<file path="config.mk">
export PLATFORM = sky130hd
export DESIGN_NAME = pipe_cla_addsub_flat
export DESIGN_NICKNAME = d
export VERILOG_FILES = /design/src/rtl/pipe_cla_pkg.sv /design/src/rtl/pipe_cla_addsub_if.sv /design/src/rtl/pipe_cla_addsub_pg.sv /design/src/rtl/pipe_cla_addsub.sv /design/src/flat_wrapper.sv
export SDC_FILE = /design/constraint.sdc
export NUM_CORES = 1
export LEC_CHECK = 0
export CORE_UTILIZATION = 55
export DETAILED_ROUTE_END_ITERATION = 12
export PLACE_DENSITY_LB_ADDON = 0.2
export SKIP_LAST_GASP = 1
export SLEW_MARGIN = 20
export SYNTH_ARGS = -nofsm -noshare
export SYNTH_HDL_FRONTEND = slang
export SYNTH_HIERARCHICAL = 1
export SYNTH_SLANG_ARGS = --single-unit
</file>
<file path="constraint.sdc">
create_clock -name clk -period 7.2 [get_ports clk]
set_input_delay 1.44 -clock clk [delete_from_list [all_inputs] [get_ports clk]]
set_output_delay 1.44 -clock clk [all_outputs]
set_load 0.005 [all_outputs]
</file>
<file path="src/rtl/pipe_cla_pkg.sv">
// Shared constants and elaboration helpers for the pipelined CLA adder/subtractor.
package pipe_cla_pkg;

    localparam logic FMT_TC = 1'b0;
    localparam logic FMT_SM = 1'b1;

    localparam int unsigned PIPE_STAGES = 32'd3;

    // WIDTH must split into NGRP equal groups, NGRP a power of two and at least 2.
    function automatic logic params_legal(input int width, input int group, input int ngrp);
        logic ok_s;
        if (group <= 32'sd0) begin
            ok_s = 1'b0;
        end else begin
            ok_s = (width == group * ngrp) && ((width % group) == 32'sd0) &&
                   (ngrp >= 32'sd2) && ((ngrp & (ngrp - 32'sd1)) == 32'sd0);
        end
        return ok_s;
    endfunction

endpackage

</file>
<file path="src/rtl/pipe_cla_addsub_if.sv">
// Operand/result handshake bundle between operand select and writeback formatting.
interface pipe_cla_addsub_if #(parameter int WIDTH = 32);

    logic             in_valid;
    logic             in_ready;
    logic [WIDTH-1:0] a;
    logic [WIDTH-1:0] b;
    logic             sub;
    logic             fmt;
    logic             out_valid;
    logic             out_ready;
    logic [WIDTH:0]   result;
    logic             cout;
    logic             ovf;

    modport master (
        output in_valid, a, b, sub, fmt, out_ready,
        input  in_ready, out_valid, result, cout, ovf
    );

    modport slave (
        input  in_valid, a, b, sub, fmt, out_ready,
        output in_ready, out_valid, result, cout, ovf
    );

endinterface

</file>
<file path="src/rtl/pipe_cla_addsub_pg.sv">
// One lookahead group: per-bit generate/propagate and the group (g,p) pair.
module cla_group_pg #(
    parameter int GROUP = 4
) (
    input  logic [GROUP-1:0] a,
    input  logic [GROUP-1:0] b,
    output logic             g_grp,
    output logic             p_grp,
    output logic [GROUP-1:0] g_bit,
    output logic [GROUP-1:0] p_bit
);

    assign p_bit = a ^ b;
    assign g_bit = a & b;
    assign p_grp = &p_bit;

    // Group generate: carry out of the group assuming a zero carry-in.
    always_comb begin
        g_grp = 1'b0;
        for (int j = 0; j < GROUP; j++) begin
            g_grp = g_bit[j] | (p_bit[j] & g_grp);
        end
    end

endmodule

</file>
<file path="src/rtl/pipe_cla_addsub.sv">
// Three-stage elastic carry-lookahead adder/subtractor producing a (WIDTH+1)-bit
// exact two's complement or saturating sign-magnitude result.
module pipe_cla_addsub
    import pipe_cla_pkg::*;
#(
    parameter int WIDTH = 32,
    parameter int GROUP = 4,
    parameter int NGRP  = WIDTH / GROUP
) (
    input  logic              clk,
    input  logic              rst_n,
    input  logic              clr,
    pipe_cla_addsub_if.slave  bus
);

    localparam int LVLS = $clog2(NGRP);

    if (!params_legal(WIDTH, GROUP, NGRP)) begin : g_bad_params
        $error("pipe_cla_addsub: WIDTH must equal GROUP*NGRP with NGRP a power of two >= 2");
    end

    logic v1_r, v2_r, v3_r;
    logic adv1_s, adv2_s, adv3_s, acc_s;

    // A stage moves forward when the next one is empty or moving itself.
    assign adv3_s        = v3_r & bus.out_ready;
    assign adv2_s        = v2_r & (~v3_r | adv3_s);
    assign adv1_s        = v1_r & (~v2_r | adv2_s);
    assign bus.in_ready  = rst_n & ~clr & (~v1_r | adv1_s);
    assign acc_s         = bus.in_valid & bus.in_ready;
    assign bus.out_valid = v3_r;

    // Stage occupancy; clr flushes everything in flight, even a pending output transfer.
    always_ff @(posedge clk or negedge rst_n) begin
        if (!rst_n) begin
            v1_r <= 1'b0;
            v2_r <= 1'b0;
            v3_r <= 1'b0;
        end else if (clr) begin
            v1_r <= 1'b0;
            v2_r <= 1'b0;
            v3_r <= 1'b0;
        end else begin
            v1_r <= acc_s  | (v1_r & ~adv1_s);
            v2_r <= adv1_s | (v2_r & ~adv2_s);
            v3_r <= adv2_s | (v3_r & ~adv3_s);
        end
    end

    // ---------------- S1: operand conditioning and group (g,p) ----------------
    logic [WIDTH-1:0] b_eff_s;
    logic [NGRP-1:0]  g_grp_s, p_grp_s;
    logic [WIDTH-1:0] g_bit_s, p_bit_s;

    assign b_eff_s = bus.sub ? ~bus.b : bus.b;

    for (genvar i = 0; i < NGRP; i++) begin : g_pg
        cla_group_pg #(.GROUP(GROUP)) u_pg (
            .a     (bus.a[i*GROUP +: GROUP]),
            .b     (b_eff_s[i*GROUP +: GROUP]),
            .g_grp (g_grp_s[i]),
            .p_grp (p_grp_s[i]),
            .g_bit (g_bit_s[i*GROUP +: GROUP]),
            .p_bit (p_bit_s[i*GROUP +: GROUP])
        );
    end

    logic [NGRP-1:0]  g_grp1_r, p_grp1_r;
    logic [WIDTH-1:0] g_bit1_r, p_bit1_r;
    logic             a_msb1_r, b_msb1_r, c0_1_r, fmt1_r;

    // S1 data registers, loaded on input acceptance.
    always_ff @(posedge clk or negedge rst_n) begin
        if (!rst_n) begin
            g_grp1_r <= '0;
            p_grp1_r <= '0;
            g_bit1_r <= '0;
            p_bit1_r <= '0;
            a_msb1_r <= 1'b0;
            b_msb1_r <= 1'b0;
            c0_1_r   <= 1'b0;
            fmt1_r   <= 1'b0;
        end else if (acc_s) begin
            g_grp1_r <= g_grp_s;
            p_grp1_r <= p_grp_s;
            g_bit1_r <= g_bit_s;
            p_bit1_r <= p_bit_s;
            a_msb1_r <= bus.a[WIDTH-1];
            b_msb1_r <= b_eff_s[WIDTH-1];
            c0_1_r   <= bus.sub;
            fmt1_r   <= bus.fmt;
        end else begin
            g_grp1_r <= g_grp1_r;
            p_grp1_r <= p_grp1_r;
            g_bit1_r <= g_bit1_r;
            p_bit1_r <= p_bit1_r;
            a_msb1_r <= a_msb1_r;
            b_msb1_r <= b_msb1_r;
            c0_1_r   <= c0_1_r;
            fmt1_r   <= fmt1_r;
        end
    end

    // ---------------- S2: Kogge-Stone prefix over the groups ----------------
    logic [NGRP:0] cin_s;

    // Carry-in folded into group 0 so every prefix G[0..i] is directly cin[i+1].
    always_comb begin
        logic [NGRP-1:0] gk, pk, gn, pn;
        int              span, src;
        gk    = g_grp1_r;
        gk[0] = g_grp1_r[0] | (p_grp1_r[0] & c0_1_r);
        pk    = p_grp1_r;
        gn    = gk;
        pn    = pk;
        for (int l = 0; l < LVLS; l++) begin
            span = 32'sd1 << l;
            for (int i = 0; i < NGRP; i++) begin
                src = (i >= span) ? (i - span) : 32'sd0;
                if (i >= span) begin
                    gn[i] = gk[i] | (pk[i] & gk[src]);
                    pn[i] = pk[i] & pk[src];
                end else begin
                    gn[i] = gk[i];
                    pn[i] = pk[i];
                end
            end
            gk = gn;
            pk = pn;
        end
        cin_s = {gk, c0_1_r};
    end

    logic [NGRP:0]    cin2_r;
    logic [WIDTH-1:0] g_bit2_r, p_bit2_r;
    logic             a_msb2_r, b_msb2_r, fmt2_r;

    // S2 data registers.
    always_ff @(posedge clk or negedge rst_n) begin
        if (!rst_n) begin
            cin2_r   <= '0;
            g_bit2_r <= '0;
            p_bit2_r <= '0;
            a_msb2_r <= 1'b0;
            b_msb2_r <= 1'b0;
            fmt2_r   <= 1'b0;
        end else if (adv1_s) begin
            cin2_r   <= cin_s;
            g_bit2_r <= g_bit1_r;
            p_bit2_r <= p_bit1_r;
            a_msb2_r <= a_msb1_r;
            b_msb2_r <= b_msb1_r;
            fmt2_r   <= fmt1_r;
        end else begin
            cin2_r   <= cin2_r;
            g_bit2_r <= g_bit2_r;
            p_bit2_r <= p_bit2_r;
            a_msb2_r <= a_msb2_r;
            b_msb2_r <= b_msb2_r;
            fmt2_r   <= fmt2_r;
        end
    end

    // ---------------- S3: in-group ripple and output formatting ----------------
    logic [WIDTH-1:0] sum_s;
    logic [WIDTH:0]   exact_s, neg_s, res_s;
    logic             sat_s, ovf_s;

    // Bit carries ripple inside each group starting from its lookahead carry-in.
    always_comb begin
        logic c;
        c     = 1'b0;
        sum_s = '0;
        for (int i = 0; i < NGRP; i++) begin
            c = cin2_r[i];
            for (int j = 0; j < GROUP; j++) begin
                sum_s[i*GROUP + j] = p_bit2_r[i*GROUP + j] ^ c;
                c = g_bit2_r[i*GROUP + j] | (p_bit2_r[i*GROUP + j] & c);
            end
        end
    end

    assign exact_s = {a_msb2_r ^ b_msb2_r ^ cin2_r[NGRP], sum_s};
    assign neg_s   = (~exact_s) + {{WIDTH{1'b0}}, 1'b1};
    // Only -2^WIDTH has a magnitude that does not fit in WIDTH bits.
    assign sat_s   = exact_s[WIDTH] & ~(|exact_s[WIDTH-1:0]);

    // Result formatting.
    always_comb begin
        res_s = exact_s;
        ovf_s = 1'b0;
        if (fmt2_r == FMT_SM) begin
            ovf_s = sat_s;
            if (sat_s) begin
                res_s = {1'b1, {WIDTH{1'b1}}};
            end else if (exact_s[WIDTH]) begin
                res_s = {1'b1, neg_s[WIDTH-1:0]};
            end else begin
                res_s = exact_s;
            end
        end else begin
            res_s = exact_s;
            ovf_s = 1'b0;
        end
    end

    logic [WIDTH:0] result_r;
    logic           cout_r, ovf_r;

    // Output registers; they only load when S3 can take a new entry, so a stalled result holds.
    always_ff @(posedge clk or negedge rst_n) begin
        if (!rst_n) begin
            result_r <= '0;
            cout_r   <= 1'b0;
            ovf_r    <= 1'b0;
        end else if (adv2_s) begin
            result_r <= res_s;
            cout_r   <= cin2_r[NGRP];
            ovf_r    <= ovf_s;
        end else begin
            result_r <= result_r;
            cout_r   <= cout_r;
            ovf_r    <= ovf_r;
        end
    end

    assign bus.result = result_r;
    assign bus.cout   = cout_r;
    assign bus.ovf    = ovf_r;

endmodule

</file>
<file path="src/flat_wrapper.sv">
// flat-port wrapper written by rule: the top's interface ports become plain ports
module pipe_cla_addsub_flat import pipe_cla_pkg::*;
#(
    parameter int WIDTH = 32,
    parameter int GROUP = 4,
    parameter int NGRP  = WIDTH / GROUP
)
  (clk, rst_n, clr, bus_in_valid, bus_a, bus_b, bus_sub, bus_fmt, bus_out_ready, bus_in_ready, bus_out_valid, bus_result, bus_cout, bus_ovf);
  pipe_cla_addsub_if #(.WIDTH(WIDTH)) bus_i ();
  input  logic clk;
  input  logic rst_n;
  input  logic clr;
  input wire logic [$bits(bus_i.in_valid)-1:0] bus_in_valid;
  input wire logic [$bits(bus_i.a)-1:0] bus_a;
  input wire logic [$bits(bus_i.b)-1:0] bus_b;
  input wire logic [$bits(bus_i.sub)-1:0] bus_sub;
  input wire logic [$bits(bus_i.fmt)-1:0] bus_fmt;
  input wire logic [$bits(bus_i.out_ready)-1:0] bus_out_ready;
  output wire logic [$bits(bus_i.in_ready)-1:0] bus_in_ready;
  output wire logic [$bits(bus_i.out_valid)-1:0] bus_out_valid;
  output wire logic [$bits(bus_i.result)-1:0] bus_result;
  output wire logic [$bits(bus_i.cout)-1:0] bus_cout;
  output wire logic [$bits(bus_i.ovf)-1:0] bus_ovf;
  assign bus_i.in_valid = bus_in_valid;
  assign bus_i.a = bus_a;
  assign bus_i.b = bus_b;
  assign bus_i.sub = bus_sub;
  assign bus_i.fmt = bus_fmt;
  assign bus_i.out_ready = bus_out_ready;
  assign bus_in_ready = bus_i.in_ready;
  assign bus_out_valid = bus_i.out_valid;
  assign bus_result = bus_i.result;
  assign bus_cout = bus_i.cout;
  assign bus_ovf = bus_i.ovf;
  pipe_cla_addsub #(.WIDTH(WIDTH), .GROUP(GROUP), .NGRP(NGRP)) u_core (.clk(clk), .rst_n(rst_n), .clr(clr), .bus(bus_i));
endmodule
</file>
# ---- Yosys cells after proc, flatten, opt, wreduce, memory -nomap -nowiden
# Cells that the tools add are included.
dict set report totals {
  reg_bits 196
  inputBits 71
  output_inout_bits 37
  elab_cells 256
}
dict set report classes {
  addsub 1
  n_mux 8
  bitwise_logic 218
  n_reduce_logical 9
}
# op count
set op_table {}
lappend op_table {{33-bit two-way mux} 3}
lappend op_table {{1-bit AND} 86}
lappend op_table {{1-bit bitwise OR} 72}
lappend op_table {{32-bit NOT} 2}
lappend op_table {{1-bit bitwise XOR} 34}
lappend op_table {{32-bit by 1-bit adder with 32-bit output (second input constant)} 1}
lappend op_table {{4-bit AND} 8}
lappend op_table {{32-bit two-way mux} 1}
lappend op_table {{4-bit AND reduction} 8}
lappend op_table {{32-bit OR reduction} 1}
lappend op_table {{4-bit bitwise XOR} 8}
lappend op_table {{1-bit NOT} 8}
lappend op_table {{1-bit two-way mux} 4}

# ---- Longest topological paths before layout
dict set report depth {
  word_depth 12
  mapped_depth 13
  mapped_depth_nobuf 12
}

# ---- Modules after synthesis
# Netlist, hierarchy kept.
# module n_inst cells_per_inst area_each_um2 seq_area_each_um2
set by_module_without_submodules {}
lappend by_module_without_submodules {pipe_cla_addsub 1 678 8545.7 4554.4}
lappend by_module_without_submodules {cla_group_pg 8 9 77.6 0.0}

# ---- Worst setup path after synthesis
# Ideal clock, no wire load.
dict set report synth_path {
  kind {input port to output port}
  start {input port bus_out_ready}
  end {output port bus_in_ready}
  t_arrival_ns 1.974
  required_time_ns 5.760
  setup_slack_ns 3.786
  path_stages 3
  path_buffers 0
  cell_sequence {nor2b_1 nand3_1 and3b_1}
}
dict set report synth_via {
  elab_chain_len 7
}
# item line_no
set synth_rtl {}
lappend synth_rtl {{start: declaration} flat_wrapper.sv:18} ;# input wire logic [$bits(bus_i.out_ready)-1:0] bus_out_ready;
lappend synth_rtl {{1-bit AND} pipe_cla_addsub.sv:26} ;# assign adv3_s = v3_r & bus.out_ready;
lappend synth_rtl {{1-bit bitwise OR} pipe_cla_addsub.sv:27} ;# assign adv2_s = v2_r & (~v3_r | adv3_s);
lappend synth_rtl {{1-bit AND} pipe_cla_addsub.sv:27}
lappend synth_rtl {{1-bit bitwise OR} pipe_cla_addsub.sv:28} ;# assign adv1_s = v1_r & (~v2_r | adv2_s);
lappend synth_rtl {{1-bit AND} pipe_cla_addsub.sv:28}
lappend synth_rtl {{1-bit bitwise OR} pipe_cla_addsub.sv:29} ;# assign bus.in_ready = rst_n & ~clr & (~v1_r | adv1_s);
lappend synth_rtl {{1-bit AND} pipe_cla_addsub.sv:29}
lappend synth_rtl {{end: declaration} flat_wrapper.sv:19} ;# output wire logic [$bits(bus_i.in_ready)-1:0] bus_in_ready;
# Every way passes these cells.

# ---- Worst setup path after layout
# Same ends and word-level chain as after synthesis.

==> results.yml <==
hold_path:
  hold_class: "flop to flop"
  hold_end: "u_core/bus.result[32]"
  whs_path_depth: 2
  holdCritStartpoint: "u_core/bus.result[32]"
synth:
  synth_common_cells: "182 x dfrtp_1, 141 x mux2_2, 57 x ha_1"
  syn_nets: 878
  async_reset_ff_share_pct: 100
  synth_top_flop_cell: "dfrtp_1"
  ys_seq_elements: 182
  ys_top_cells_by_area: "dfrtp_1 50%, mux2_2 17%, ha_1 7.8%"
  synth.top_cell.area_share_pct: 49.7
  synth_area_leader_cell: "dfrtp_1"
  synth_edf_count: 0
  postSynthAreaPerCell_um2: 12.2
  yosys_warnings: 6
  yosysMostFrequentCell: "dfrtp_1"
  yosysUniqueCellTypes: 53
  synth-seq-area-share_pct: 49.7
  mappedNetlistArea_um2: 9170
  postSynthCellCount: 750
die:
  core.rowCount: 46
  start_util_pct: 57.1
  die_x_um: 131
  dieArea_um2: 17200
  num_io_pins: 108
  fp.dieH_um: 131
  coreArea_um2: 16100
sta:
  fin_setup_tns_ps: 0
  fmax_mhz: 226
  setup_viol: 0
  clock-skew-final_ps: 14.9
  drv_slew: 0
  min_period_over_period_pct: 61.5
  rsz0062_at_grt: "no"
  finalHoldViolations: 0
  slew_headroom_pct: 35.0
  fin_crit_ps: 4430
  worst_pin_slew_ps: 975
final_layout:
  nets: 977
  fillers: 1172
  layout.cells.non_filler: 1078
  area_growth_pct: 19.9
  multi_input_area_um2: 4450
  register_area_um2: 4550
  drive_gt1_share_pct: 24.5
  n_antenna_cell: 0
power_and_ir_drop:
  vdd_ir_drop_max_uv: 210
  intPower_mw: 2.71
  pwr-share-clk_pct: 22.3
  p_leak_nw: 4.97
  seq_power_share_pct: 37.8
  report.power.total_mw: 4.09
  comb_power_share_pct: 39.9
  power.density_nw_per_um2: 372
  power.switching_mw: 1.38
  switching_share_pct: 33.7
worst_setup_path:
  crit_chain: "clkdlybuf4s50_1 > nor2b_1 > nand3_1 > and3b_1 > clkdlybuf4s50_1"
  cp_common_cell: "clkdlybuf4s50_1"
  start_kind: "input port"
  reg2regPathDepth: 12
  cpMaxStageDelayCell: "clkdlybuf4s50_1"
  cpPeakStageDelay_ps: 450
  cp_max_fo: 6
  worstPathRequired_ps: 5760
  cp-end-kind: "output port"
  worstReg2RegEnd: "u_core/bus.result[16]"
  rrSetupSlack_ps: 3470
  worstPathArrival_ps: 2990
  rr_startpoint: "u_core/cin2_r[0]"
  critPathKind: "input port to output port"
placed_design:
  hpwl_um: 13300
  dpl.cell_count: 1046
  port_buffers: 107
  gp_congestion: 0.847
cts:
  ctsHoldBuffers: 0
  clockBufferDepth: 2
  clock-sinks: 182
  cts_buffers: 17
  root_buffer: "clkbuf_16"
  cts_tree: "done"
  h-tree-depth: 4
  clk_latency_ps: 440
  post_cts_buffers: 0
  clk_pin_slew_ps: 60
  cts_resized: 0
job:
  drv_cap: 0
global_route:
  track_usage_pct: 23.5
  grt_pass1_wl_um: 30100
  grt_max_degree: 72
  grt_antenna_before_repair: 0
  grt.overflow.total: 0
  grt_pass1_vias: 6037
outcome:
  status: "finished clean"
route:
  ant_nets: 0
  drt_iter0_drc: 273
  via_count: 6058
  drc_errors: 0
  drt-vias-per-instance: 5.62
  first_pass_iters: 5
  wl_per_cell_um: 17.1
  routed_wl_um: 18400
-- per-layer routing --
layer / vias to the layer above / GRT usage, % / routed length [um]
met5: - / 0 / 0
met1: 3033 / 31.4 / 8410
met4: 0 / 7.71 / 231
met2: 125 / 38.4 / 8990
met3: 18 / 4.91 / 795
li1: 2882 / - / -
-- how the worst max path moves through the flow --
stage | from | endpoint | cells past startpoint
after detailed placement | bus_out_ready | bus_in_ready | 5
after global placement | bus_out_ready | bus_in_ready | 5
after floorplan | bus_out_ready | bus_in_ready | 3
after global routing | bus_out_ready | bus_in_ready | 5
final | bus_out_ready | bus_in_ready | 5
after CTS | bus_out_ready | bus_in_ready | 5
-- state kept, by name, indices dropped and copies added (netlist names), 8 cells and up --
signal	cells
u_core/p_grp1_r	8
u_core/cin2_r	9
u_core/bus.result	33
u_core/g_bit2_r	24
u_core/g_grp1_r	8
u_core/p_bit1_r	32
u_core/g_bit1_r	24
u_core/p_bit2_r	32
-- metrics by stage --
stage | setup slack [ps] | util (%) | hold WS [ps] | cell area (um2)
final | 2770 | 68.5 | 483 | 11000
after global placement | 2890 | 64.8 | 461 | 10400
after detailed placement | 2750 | 64.8 | 464 | 10400
after floorplan | 3790 | - | 456 | 9170
after global routing | 2650 | 68.5 | 510 | 11000
after CTS | 2750 | 68.5 | 480 | 11000
-- critical path: cells and delay by family --
kind / cells / cell delay, ps
buf+inv: 2 / 860
simple gates: 3 / 690
-- cell families (layout without fill, tap and decap cells) --
kind of cell | after synthesis | in the layout | synth area share, %
fa+ha+maj | 57 | 57 | 7.78
xor+xnor | 64 | 64 | 6.28
compound gates | 115 | 115 | 8.31
simple gates | 149 | 149 | 8.53
flops | 182 | 182 | 49.7
buf+inv | 40 | 152 | 1.87
mux | 143 | 143 | 17.5
-- power groups by stage --
stage | Sequential [mW] | Combinational (mW) | Clock (mW)
after CTS | 1.55 | 1.63 | 0.925
after global placement | 1.54 | 1.56 | 0
after global routing | 1.59 | 1.79 | 0.970
after floorplan | 1.50 | 1.09 | 0
final | 1.55 | 1.63 | 0.910
after detailed placement | 1.56 | 1.61 | 0
-- area by class of cell --
cell class	instances	share of cell area, %
Inverter	8	0.273
Clock buffer	21	4.19
Timing Repair Buffer	112	10.0
Sequential cell	182	41.4
Multi-Input combinational cell	528	40.5
Tap cell	216	2.46
Clock inverter	11	1.15
-- layout by cell type (no fill, tap or decap), types with 3 or more instances in the layout --
| master | count |
|---|---|
| dfrtp_1 | 182 |
| mux2_2 | 141 |
| clkdlybuf4s50_1 | 105 |
| ha_1 | 57 |
| nand2_1 | 54 |
| xor2_1 | 40 |
| a21oi_1 | 39 |
| nor2_1 | 32 |
| xnor2_1 | 23 |
| o21ai_0 | 18 |
| clkbuf_16 | 17 |
| or2_2 | 17 |
| o211ai_1 | 13 |
| inv_1 | 8 |
| a31oi_1 | 8 |
| o21ai_1 | 8 |
| and4_1 | 8 |
| clkinvlp_4 | 7 |
| or3_1 | 6 |
| nand3_1 | 5 |
| a21o_1 | 5 |
| o31ai_1 | 5 |
| buf_4 | 5 |
| nor3_1 | 4 |
| nor2b_1 | 3 |
| nand2_2 | 3 |
| a211oi_1 | 3 |
No activity file was read; power rests on OpenSTA's default activity.
